[config.mk]
export PLATFORM = sky130hd
export DESIGN_NAME = cgra_obi_master_slice
export DESIGN_NICKNAME = d
export VERILOG_FILES = /design/src/rtl/cgra_obi_master_slice.sv
export SDC_FILE = /design/constraint.sdc
export NUM_CORES = 1
export LEC_CHECK = 0
export ABC_AREA = 1
export BUFFER_PORTS_ARGS = -buffer_cell sky130_fd_sc_hd__buf_4
export CORE_AREA = 2 2 152 124
export CTS_CLUSTER_DIAMETER = 100
export DETAILED_ROUTE_END_ITERATION = 8
export DIE_AREA = 0 0 154 126
export HOLD_SLACK_MARGIN = 0.03
export PLACE_DENSITY = 0.66
export RECOVER_POWER = 100
export SLEW_MARGIN = 10
export SYNTH_ARGS = -nofsm -noshare
export SYNTH_HDL_FRONTEND = slang
export SYNTH_SLANG_ARGS = --single-unit
[constraint.sdc]
create_clock -name clk_i -period 5.4 [get_ports clk_i]
set_clock_uncertainty 0.15 [all_clocks]
set_input_delay 0.81 -clock clk_i [delete_from_list [all_inputs] [get_ports clk_i]]
set_output_delay 0.81 -clock clk_i [all_outputs]
set_load 0.1 [all_outputs]
[src/rtl/cgra_obi_master_slice.sv]
// cgra_obi_master_slice: per-master-port OBI register slice between one CGRA
// TCDM master port and the system bus.
//  - Request path: FIFO_DEPTH-entry buffer. Grant towards the CGRA depends only
//    on registered state, which breaks the combinational gnt path from the bus.
//  - Response path: rvalid/rdata are registered once; rdata holds between beats.
//  - Outstanding cap: at most MAX_OUTSTANDING accepted requests may be waiting
//    for their rvalid. Responses must return in grant order (no ID tracking).
//  - Optional feature macro CGRA_OBI_SLICE_PERF_EN: when defined, a saturating
//    32-bit counter of bus-side stall cycles drives perf_stall_cnt_o; when
//    undefined, that output is tied to zero and no counter flops exist.

package cgra_obi_pkg;

    typedef struct packed {
        logic        req;
        logic [31:0] addr;
        logic        we;
        logic [3:0]  be;
        logic [31:0] wdata;
    } obi_req_t;

    typedef struct packed {
        logic        gnt;
        logic        rvalid;
        logic [31:0] rdata;
    } obi_resp_t;

endpackage

module cgra_obi_master_slice
    import cgra_obi_pkg::*;
#(
    parameter int FIFO_DEPTH      = 2,
    parameter int MAX_OUTSTANDING = 4
) (
    input  logic        clk_i,
    input  logic        rst_ni,
    input  obi_req_t    s_req_i,
    output obi_resp_t   s_resp_o,
    output obi_req_t    m_req_o,
    input  obi_resp_t   m_resp_i,
    output logic [3:0]  outstanding_o,
    output logic        idle_o,
    output logic        err_o,
    output logic [31:0] perf_stall_cnt_o
);

    // Pointers carry one extra wrap bit so full and empty are distinguishable.
    localparam int               PTR_W   = $clog2(FIFO_DEPTH);
    localparam logic [PTR_W:0]   PTR_ONE = (PTR_W + 1)'(1);
    localparam logic [3:0]       MAX_CNT = 4'(MAX_OUTSTANDING);

    // One buffered request: everything the bus needs except the req strobe.
    typedef struct packed {
        logic [31:0] addr;
        logic        we;
        logic [3:0]  be;
        logic [31:0] wdata;
    } entry_t;

    entry_t           mem_q [FIFO_DEPTH];
    entry_t           mem_d [FIFO_DEPTH];
    logic [PTR_W:0]   wr_ptr_q, wr_ptr_d;
    logic [PTR_W:0]   rd_ptr_q, rd_ptr_d;
    logic [3:0]       cnt_q, cnt_d;
    logic             rvalid_q, rvalid_d;
    logic [31:0]      rdata_q, rdata_d;
    logic             err_q, err_d;

    logic             fifo_empty;
    logic             fifo_full;
    logic             cap_ok;
    logic             s_gnt;
    logic             push;
    logic             pop;
    logic             rsp_dec;
    entry_t           head;
    entry_t           wr_entry;

    // FIFO status, grant and handshake qualifiers, all from registered state
    // except the request strobes themselves.
    always_comb begin
        fifo_empty = (wr_ptr_q == rd_ptr_q);
        fifo_full  = (wr_ptr_q[PTR_W] != rd_ptr_q[PTR_W]) &&
                     (wr_ptr_q[PTR_W-1:0] == rd_ptr_q[PTR_W-1:0]);
        cap_ok     = (cnt_q < MAX_CNT);
        s_gnt      = s_req_i.req & ~fifo_full & cap_ok;
        push       = s_req_i.req & s_gnt;
        pop        = ~fifo_empty & m_resp_i.gnt;
        // A stray rvalid (nothing outstanding) must not wrap the counter.
        rsp_dec    = m_resp_i.rvalid & (cnt_q != 4'd0);
        head       = mem_q[rd_ptr_q[PTR_W-1:0]];
        wr_entry.addr  = s_req_i.addr;
        wr_entry.we    = s_req_i.we;
        wr_entry.be    = s_req_i.be;
        wr_entry.wdata = s_req_i.wdata;
    end

    // Next-state for FIFO storage, pointers, outstanding count, response
    // register and sticky error flag.
    always_comb begin
        mem_d    = mem_q;
        wr_ptr_d = wr_ptr_q;
        rd_ptr_d = rd_ptr_q;
        cnt_d    = cnt_q;
        rvalid_d = m_resp_i.rvalid;
        rdata_d  = rdata_q;
        err_d    = err_q;

        if (push) begin
            mem_d[wr_ptr_q[PTR_W-1:0]] = wr_entry;
            wr_ptr_d = wr_ptr_q + PTR_ONE;
        end
        if (pop) begin
            rd_ptr_d = rd_ptr_q + PTR_ONE;
        end

        // Accept and response in the same cycle cancel out.
        if (push && !rsp_dec) begin
            cnt_d = cnt_q + 4'd1;
        end else if (!push && rsp_dec) begin
            cnt_d = cnt_q - 4'd1;
        end

        if (m_resp_i.rvalid) begin
            rdata_d = m_resp_i.rdata;
        end
        if (m_resp_i.rvalid && (cnt_q == 4'd0)) begin
            err_d = 1'b1;
        end
    end

    // Control state: pointers, count, response valid/data and error flag.
    always_ff @(posedge clk_i or negedge rst_ni) begin
        if (!rst_ni) begin
            wr_ptr_q <= '0;
            rd_ptr_q <= '0;
            cnt_q    <= 4'd0;
            rvalid_q <= 1'b0;
            rdata_q  <= 32'd0;
            err_q    <= 1'b0;
        end else begin
            wr_ptr_q <= wr_ptr_d;
            rd_ptr_q <= rd_ptr_d;
            cnt_q    <= cnt_d;
            rvalid_q <= rvalid_d;
            rdata_q  <= rdata_d;
            err_q    <= err_d;
        end
    end

    // Request payload storage; validity is tracked by the pointers, so the
    // data itself needs no reset.
    always_ff @(posedge clk_i) begin
        mem_q <= mem_d;
    end

`ifdef CGRA_OBI_SLICE_PERF_EN
    logic [31:0] perf_q, perf_d;

    // Stall counter next-state: bus-side request waiting for grant, saturating.
    always_comb begin
        perf_d = perf_q;
        if (~fifo_empty && !m_resp_i.gnt && (perf_q != 32'hFFFF_FFFF)) begin
            perf_d = perf_q + 32'd1;
        end
    end

    // Stall counter register, cleared only by reset.
    always_ff @(posedge clk_i or negedge rst_ni) begin
        if (!rst_ni) begin
            perf_q <= 32'd0;
        end else begin
            perf_q <= perf_d;
        end
    end

    assign perf_stall_cnt_o = perf_q;
`else
    assign perf_stall_cnt_o = 32'd0;
`endif

    // Output assembly: bus request from FIFO head, registered response upstream.
    always_comb begin
        m_req_o        = '0;
        m_req_o.req    = ~fifo_empty;
        m_req_o.addr   = head.addr;
        m_req_o.we     = head.we;
        m_req_o.be     = head.be;
        m_req_o.wdata  = head.wdata;

        s_resp_o        = '0;
        s_resp_o.gnt    = s_gnt;
        s_resp_o.rvalid = rvalid_q;
        s_resp_o.rdata  = rdata_q;

        outstanding_o = cnt_q;
        idle_o        = fifo_empty & (cnt_q == 4'd0);
        err_o         = err_q;
    end

endmodule

* Yosys cells after proc, flatten, opt, wreduce, memory -nomap -nowiden
Cells that the tools add are included. W data, S select, Z words.
Cells by class: add/subtract/negate cells 4, magnitude comparators 4, equality and inequality tests 3, multiplexer cells 8, bitwise gates (word level) 10, reductions and logical operators 10
Operators by type and width (count):
- $mux W69 | 4
- $bwmux W138 | 1
- $demux W69 S1 | 1
- $mux W4 | 2
- $and A1 B1 Y1 | 6
- $logic_and A1 B1 Y1 | 5
- $add A2 B1 Y2 const B | 2
- $add A4 B1 Y4 const B | 1
- $ge A2 B2 Y1 const B | 2
- $logic_not A4 Y1 | 1
- $lt A4 B3 Y1 const B | 1
- $not A1 Y2 | 2
- $reduce_bool A4 Y1 | 1
- $sub A4 B1 Y4 const B | 1
- $eq A2 B2 Y1 | 1
- $logic_not A1 Y1 | 2
- $lt A2 B1 Y1 const B | 1
- $not A1 Y1 | 2
- $reduce_bool A2 Y1 | 1
- $eq A1 B1 Y1 | 1
- $ne A1 B1 Y1 | 1
Storage, ports and cells: flip-flop bits (word level) 180, bits of input ports 106, output and inout bits 142, word-level logic and storage cells 53

* Longest topological paths before layout
Gate-level depths: netlist of run 1.
depth in word-level cells 10, gate-level depth with buffers 15, gate-level depth less buffers 14

* Worst setup path before layout of run 1
Ideal clock, no wire load.
path kind register to register, start reg cnt_q[3], in the netlist outstanding_o[3], end reg mem_q[0] (netlist name), enable pin, setup time 496 ps, arrival time 4143 ps, data required time 4754 ps, slack 610 ps, cell stages (with the launch flop) 4, path buffers 0, clock period less this slack 4790 ps, path through dfrtp_1 nor3_4 nand2_4 nor2_1
On the way: longest elaborated chain between the ends 3
Ends and longest elaborated chain:
- from (decl) | line 65 | logic [3:0] cnt_q, cnt_d;
- from (signal assigned) | line 145 | cnt_q <= cnt_d;
- $lt A4 B3 Y1 | line 86 | cap_ok = (cnt_q < MAX_CNT);
- $and A1 B1 Y1 | line 87 | s_gnt = s_req_i.req & ~fifo_full & cap_ok;
- $and A1 B1 Y1 | line 88 | push = s_req_i.req & s_gnt;
- to (signal assigned) | line 155 | mem_q <= mem_d;
- to (decl) | line 61 | entry_t mem_q [FIFO_DEPTH];
No other way between the ends. A chain may end at the register's enable or synchronous reset.

==> results of run 1 <==
==> per-layer routing <==
metal	wire, microns	share of wire [%]	global-route usage [%]
met5	0	0	0
met4	286	1.9	5.83
met3	1450	9.8	6.71
met2	6710	45	24.3
met1	6330	43	19.2
==> cell usage after synthesis (4+ instances only) <==
master and n:
buf_2 15, buf_4 34, buf_6 4, dfrtp_1 42, edfxtp_1 138, inv_1 9
mux2_2 32, nand2_1 232, nand3_1 5, nor2_1 5
==> worst max-delay path, stage by stage (launching register included) <==
cell	delay [ps]
dfrtp_2	400
inv_1	490
buf_4	570
nand2_1	110
nand2_1	80
clkbuf_1	890
==> state kept, by name, indices dropped and copies added (netlist names) <==
name	count
err_o	1
mem_q	138
outstanding_o	4
rd_ptr_q	2
rdata_q	32
rvalid_q	1
wr_ptr_q	2
==> layout make-up <==
type                       count  area [sq um]  share of cell area (%)
multi-input combinational    325          1580                    18.0
timing repair buffer         219          1100                    12.6
clock inverter                14           124                    1.42
clock buffer                  18           429                    4.91
tap                          230           288                    3.29
inverter                      10          37.5                   0.429
sequential                   180          5200                    59.4
==> metrics by stage <==
stage	utilization, %	cell area, sq um	hold slack, ps	instances
4_1_cts	52.1	9310	218	996
6_report	48.9	8750	338	996
2_1_floorplan	-	7200	364	568
3_5_place_dp	49.0	8760	329	964
3_3_place_gp	49.0	8760	314	964
5_1_grt	48.9	8750	369	996
==> cell families after synthesis <==
group                    after synthesis
other                                  1
AO/OA/AOI/OAI                          2
multiplexers                          32
AND/OR/NAND/NOR                      248
buffers and inverters                 63
XOR/XNOR                               7
adder cells (fa/ha/maj)                4
flip-flops                           180
==> worst max-delay path by stage <==
| stage | start | end | cells past startpoint |
|---|---|---|---|
| 6_report | rd_ptr_q[0] | m_req_o[38] | 5 |
| 5_1_grt | rd_ptr_q[0] | mem_q[107] | 6 |
| 4_1_cts | rd_ptr_q[0] | mem_q[39] | 6 |
| 3_5_place_dp | rd_ptr_q[0] | mem_q[34] | 6 |
| 3_3_place_gp | rd_ptr_q[0] | mem_q[33] | 6 |
| 2_1_floorplan | outstanding_o[3] | mem_q[0] | 3 |
==> results by group, run 1 <==
Status
  • Status: finished, violations left
  • Failing checks: max-capacitance violations, max-slew violations

Min path
  • Hold Startpoint: err_o
  • WHS Endpoint: err_o
  • HP Class: reg -> reg
  • Hold Path Depth: 1

Synthesis
  • Compound-Gate Fraction of Synth Area: 0.194%
  • Post-synth EDFFs: 138
  • Synth Instances: 537
  • Synth Area in Adders: 0.813%
  • Synth Area per Inst: 13.2 sq um
  • Seq/Total Area, Yosys: 73.4%
  • Synth top area cells: edfxtp_1 (59%), dfrtp_1 (15%), nand2_1 (12%)
  • Number of synthesized register bits: 180
  • Combinational family with the most area after synthesis: simple AND/OR/NAND/NOR gates
  • Yosys top cell area share: 58.5%
  • Main synth FF type: edfxtp_1
  • Synth Warn #: 0
  • FFs w/ async S/R, synth: 23.3%
  • Post-synthesis mux area share: 5.09%
  • Yosys cell types: 23
  • Synth Area in XOR/XNOR: 0.972%
  • Netlist Area Pre-Place: 7080 sq um
  • Simple-Gate Fraction of Synth Area: 13.7%
  • Synth area leader: edfxtp_1

Place
  • Port bufs: 215
  • Final Wtd Congestion: 0.755
  • Pre-CTS setup slack: 2190 ps
  • Hpwl dp: 10300 microns

Worst setup path
  • CP Capture Type: primary output
  • CP Class: reg -> out
  • Worst R2R Path Depth: 6
  • Worst r2r src: rd_ptr_q[0]
  • Reg2Reg Capture Point: mem_q[107]
  • Worst endpoint data arrival time: 2990 ps
  • Reg2reg setup slack: 1470 ps
  • CP startpoint kind: flop
  • CP max FO: 50
  • WP data required: 4440 ps

Die
  • Die Wd: 154 microns
  • DIE HEIGHT: 126 microns
  • Boundary pin count: 248
  • Core Footprint: 17900 sq um
  • Die Area: 19400 sq um
  • Starting Density: 39.6%
  • Site row count: 44

CTS
  • Post-CTS sizing: 0
  • Clock transition at path regs: 70 ps
  • Hold-fix buffers, CTS: 0
  • Num Clock Sinks: 180
  • Clock Path Buffers: 2
  • Setup Buffers After CTS: 0
  • CTS Buf Count: 17
  • H-tree depth: 4
  • Root Buffer: clkbuf_16
  • CTS tree: done
  • Worst-Skew Late Latency: 420 ps

Route
  • Via count: 4476
  • Wire per inst: 14.8 microns
  • Via density: 4.49
  • DRC viols: 0
  • Routed wire length: 14800 microns
  • DR iter-0 viols: 175
  • First-pass DRT Iterations: 4
  • Antenna violation net count after detailed routing: 0

Final layout
  • Layout cells sized above 1: 18.7%
  • Area growth syn-to-layout: 23.6%
  • # diodes: 0
  • Commonest cells after routing, fill and taps aside: nand2_1 (235), clkbuf_1 (144), edfxtp_1 (138)
  • Commonest non-fill, non-tap cell in the layout: nand2_1
  • Final Net Count: 863
  • Fillers: 1667

Timing
  • Fmax: 253 MHz
  • Final Slew Violations: 120
  • RSZ-0062 raised after global routing: false
  • Final setup viols: 0
  • Period minus WS final: 3950 ps
  • Worst Tran Pin Value: 2240 ps
  • Period Utilization, post-route: 73.1%
  • Final setup margin: 1450 ps
  • Setup TNS Final: 0 ps
  • Headroom to the max-slew limit: -49.2%
  • Endpoints failing hold: 0

Global routing
  • GRT Util Overall: 15.5%
  • Largest net degree at the start of global routing: 73
  • Remaining global-route overflow: 0
  • Initial antenna violation count: 1
  • First-pass GRT wire length: 22800 microns
  • Vias in the first global route: 4449

Flow run
  • Max-cap violation count: 3
Power of run 1 is left out: the tool's default activity adds up to more than one toggle a clock period on the data nets, which glitch-free logic cannot reach.
==> inputs of run 2 (changes only) <==
==> constraint.sdc (replaced) <==
create_clock -name clk_i -period 4.1 [get_ports clk_i]
set_clock_uncertainty 0.15 [all_clocks]
set_input_delay 0.615 -clock clk_i [delete_from_list [all_inputs] [get_ports clk_i]]
set_output_delay 0.615 -clock clk_i [all_outputs]
set_load 0.1 [all_outputs]
==> results by group, run 2 (synthesis results as in run 1) <==
Status
  • Status: finished, violations left
  • Failing checks: max-capacitance violations, max-slew violations

Timing
  • Endpoints failing hold: 0
  • Period Utilization, post-route: 85.1%
  • RSZ-0062 raised after global routing: false
  • Setup TNS Final: 0 ps
  • Final Slew Violations: 111
  • Period minus WS final: 3490 ps
  • Headroom to the max-slew limit: -53.6%
  • Worst Tran Pin Value: 2300 ps
  • Fmax: 287 MHz
  • Final setup viols: 0

Route
  • Via density: 4.57
  • First-pass DRT Iterations: 5
  • Antenna violation net count after detailed routing: 0
  • Via count: 4556
  • Wire per inst: 15.1 microns
  • Routed wire length: 15000 microns
  • DRC viols: 0
  • DR iter-0 viols: 328

Final layout
  • Commonest cells after routing, fill and taps aside: nand2_1 (235), edfxtp_1 (138), buf_4 (77)
  • Non-Filler Instances: 998
  • Biggest register: mem_q
  • Max FFs per register: 138
  • Area growth syn-to-layout: 27.2%
  • Commonest non-fill, non-tap cell in the layout: nand2_1
  • Layout cells sized above 1: 28.0%
  • Final Net Count: 865
  • Post-route cell area: 9000 sq um
  • # diodes: 0

CTS
  • Num Clock Sinks: 180
  • Clock transition at path regs: 70 ps
  • Post-CTS sizing: 0
  • Clock Path Buffers: 2
  • CTS Buf Count: 17
  • Setup Buffers After CTS: 0
  • Worst-Skew Late Latency: 420 ps
  • Hold-fix buffers, CTS: 0
  • Root Buffer: clkbuf_16
  • H-tree depth: 4
  • CTS tree: done

Worst setup path
  • Largest stage delay, worst path: 780 ps
  • CP Cell Sequence: inv_1 -> buf_4 -> nand2_1 -> nand2_1 -> buf_4
  • WP data required: 3340 ps
  • CP startpoint kind: flop
  • CP Capture Type: primary output
  • CP max FO: 33
  • Worst endpoint data arrival time: 2720 ps
  • Crit path max-delay family: buffers and inverters
  • CP Class: reg -> out
  • Buf/Inv on CP: 3
  • Slowest CP cell: inv_1

Min path
  • HP Class: in -> reg

Global routing
  • Initial antenna violation count: 0
  • Remaining global-route overflow: 0
  • Vias in the first global route: 4603
  • Largest net degree at the start of global routing: 43
  • First-pass GRT wire length: 23600 microns
  • GRT Util Overall: 15.9%

Die
  • Die Wd: 154 microns
  • Site row count: 44
  • Core Footprint: 17900 sq um
  • Die Area: 19400 sq um
  • Starting Density: 39.6%
  • DIE HEIGHT: 126 microns
  • Boundary pin count: 248

Place
  • Final Wtd Congestion: 0.844
  • Port bufs: 215
  • Inst Count DP: 966
  • Dpl cell area: 8790 sq um
  • Hpwl dp: 10800 microns

Flow run
  • Max-cap violation count: 3
-- run 2: cell types whose count changed in the layout (fill, tap and decap cells not counted), moves of 2 or more --
cell       before  now
clkbuf_1      144   73
buf_4          38   77
bufinv_16       0    2
clkbuf_2        2   30
clkbuf_4       35   41
-- run 2: per-stage QoR --
stage | utilization (%) | worst slack [ps] | hold slack, ps
4_1_cts | 52.4 | 878 | 31.7
3_3_place_gp | 49.1 | 1390 | 315
3_5_place_dp | 49.1 | 1340 | 317
5_1_grt | 50.3 | 378 | 220
6_report | 50.3 | 611 | 245
2_1_floorplan | - | 474 | 169
-- run 2: routing by layer --
metal,part of all wire [%],global-route usage [%]
met5,0,0
met4,1.4,5.11
met3,10,6.50
met2,47,25.7
met1,41,19.6
-- run 2: layout make-up --
cell class	count	area [sq um]
Sequential cell	180	5200
Clock inverter	14	151
Timing Repair Buffer	221	1330
Clock buffer	18	429
Inverter	10	37.5
Multi-Input combinational cell	325	1580
Tap cell	230	288
Fill cell	1616	8890
-- run 2: path summary, 6_finish.rpt --
| path | start | end | slack (ps) | cells after the start |
|---|---|---|---|---|
| max in group asynchronous | rst_ni | rd_ptr_q[0] | 1590 | 1 |
| min in group asynchronous | rst_ni | rdata_q[29] | 730 | 1 |
| worst min-delay path | s_req_i[49] | mem_q[118] | 250 | 1 |
| worst max-delay path | rd_ptr_q[0] | m_req_o[62] | 610 | 5 |
| worst min register to register | err_o | err_o | 320 | 1 |
| worst max register to register | rd_ptr_q[0] | mem_q[39] | 780 | 5 |
Power of run 2 is left out for the same reason.
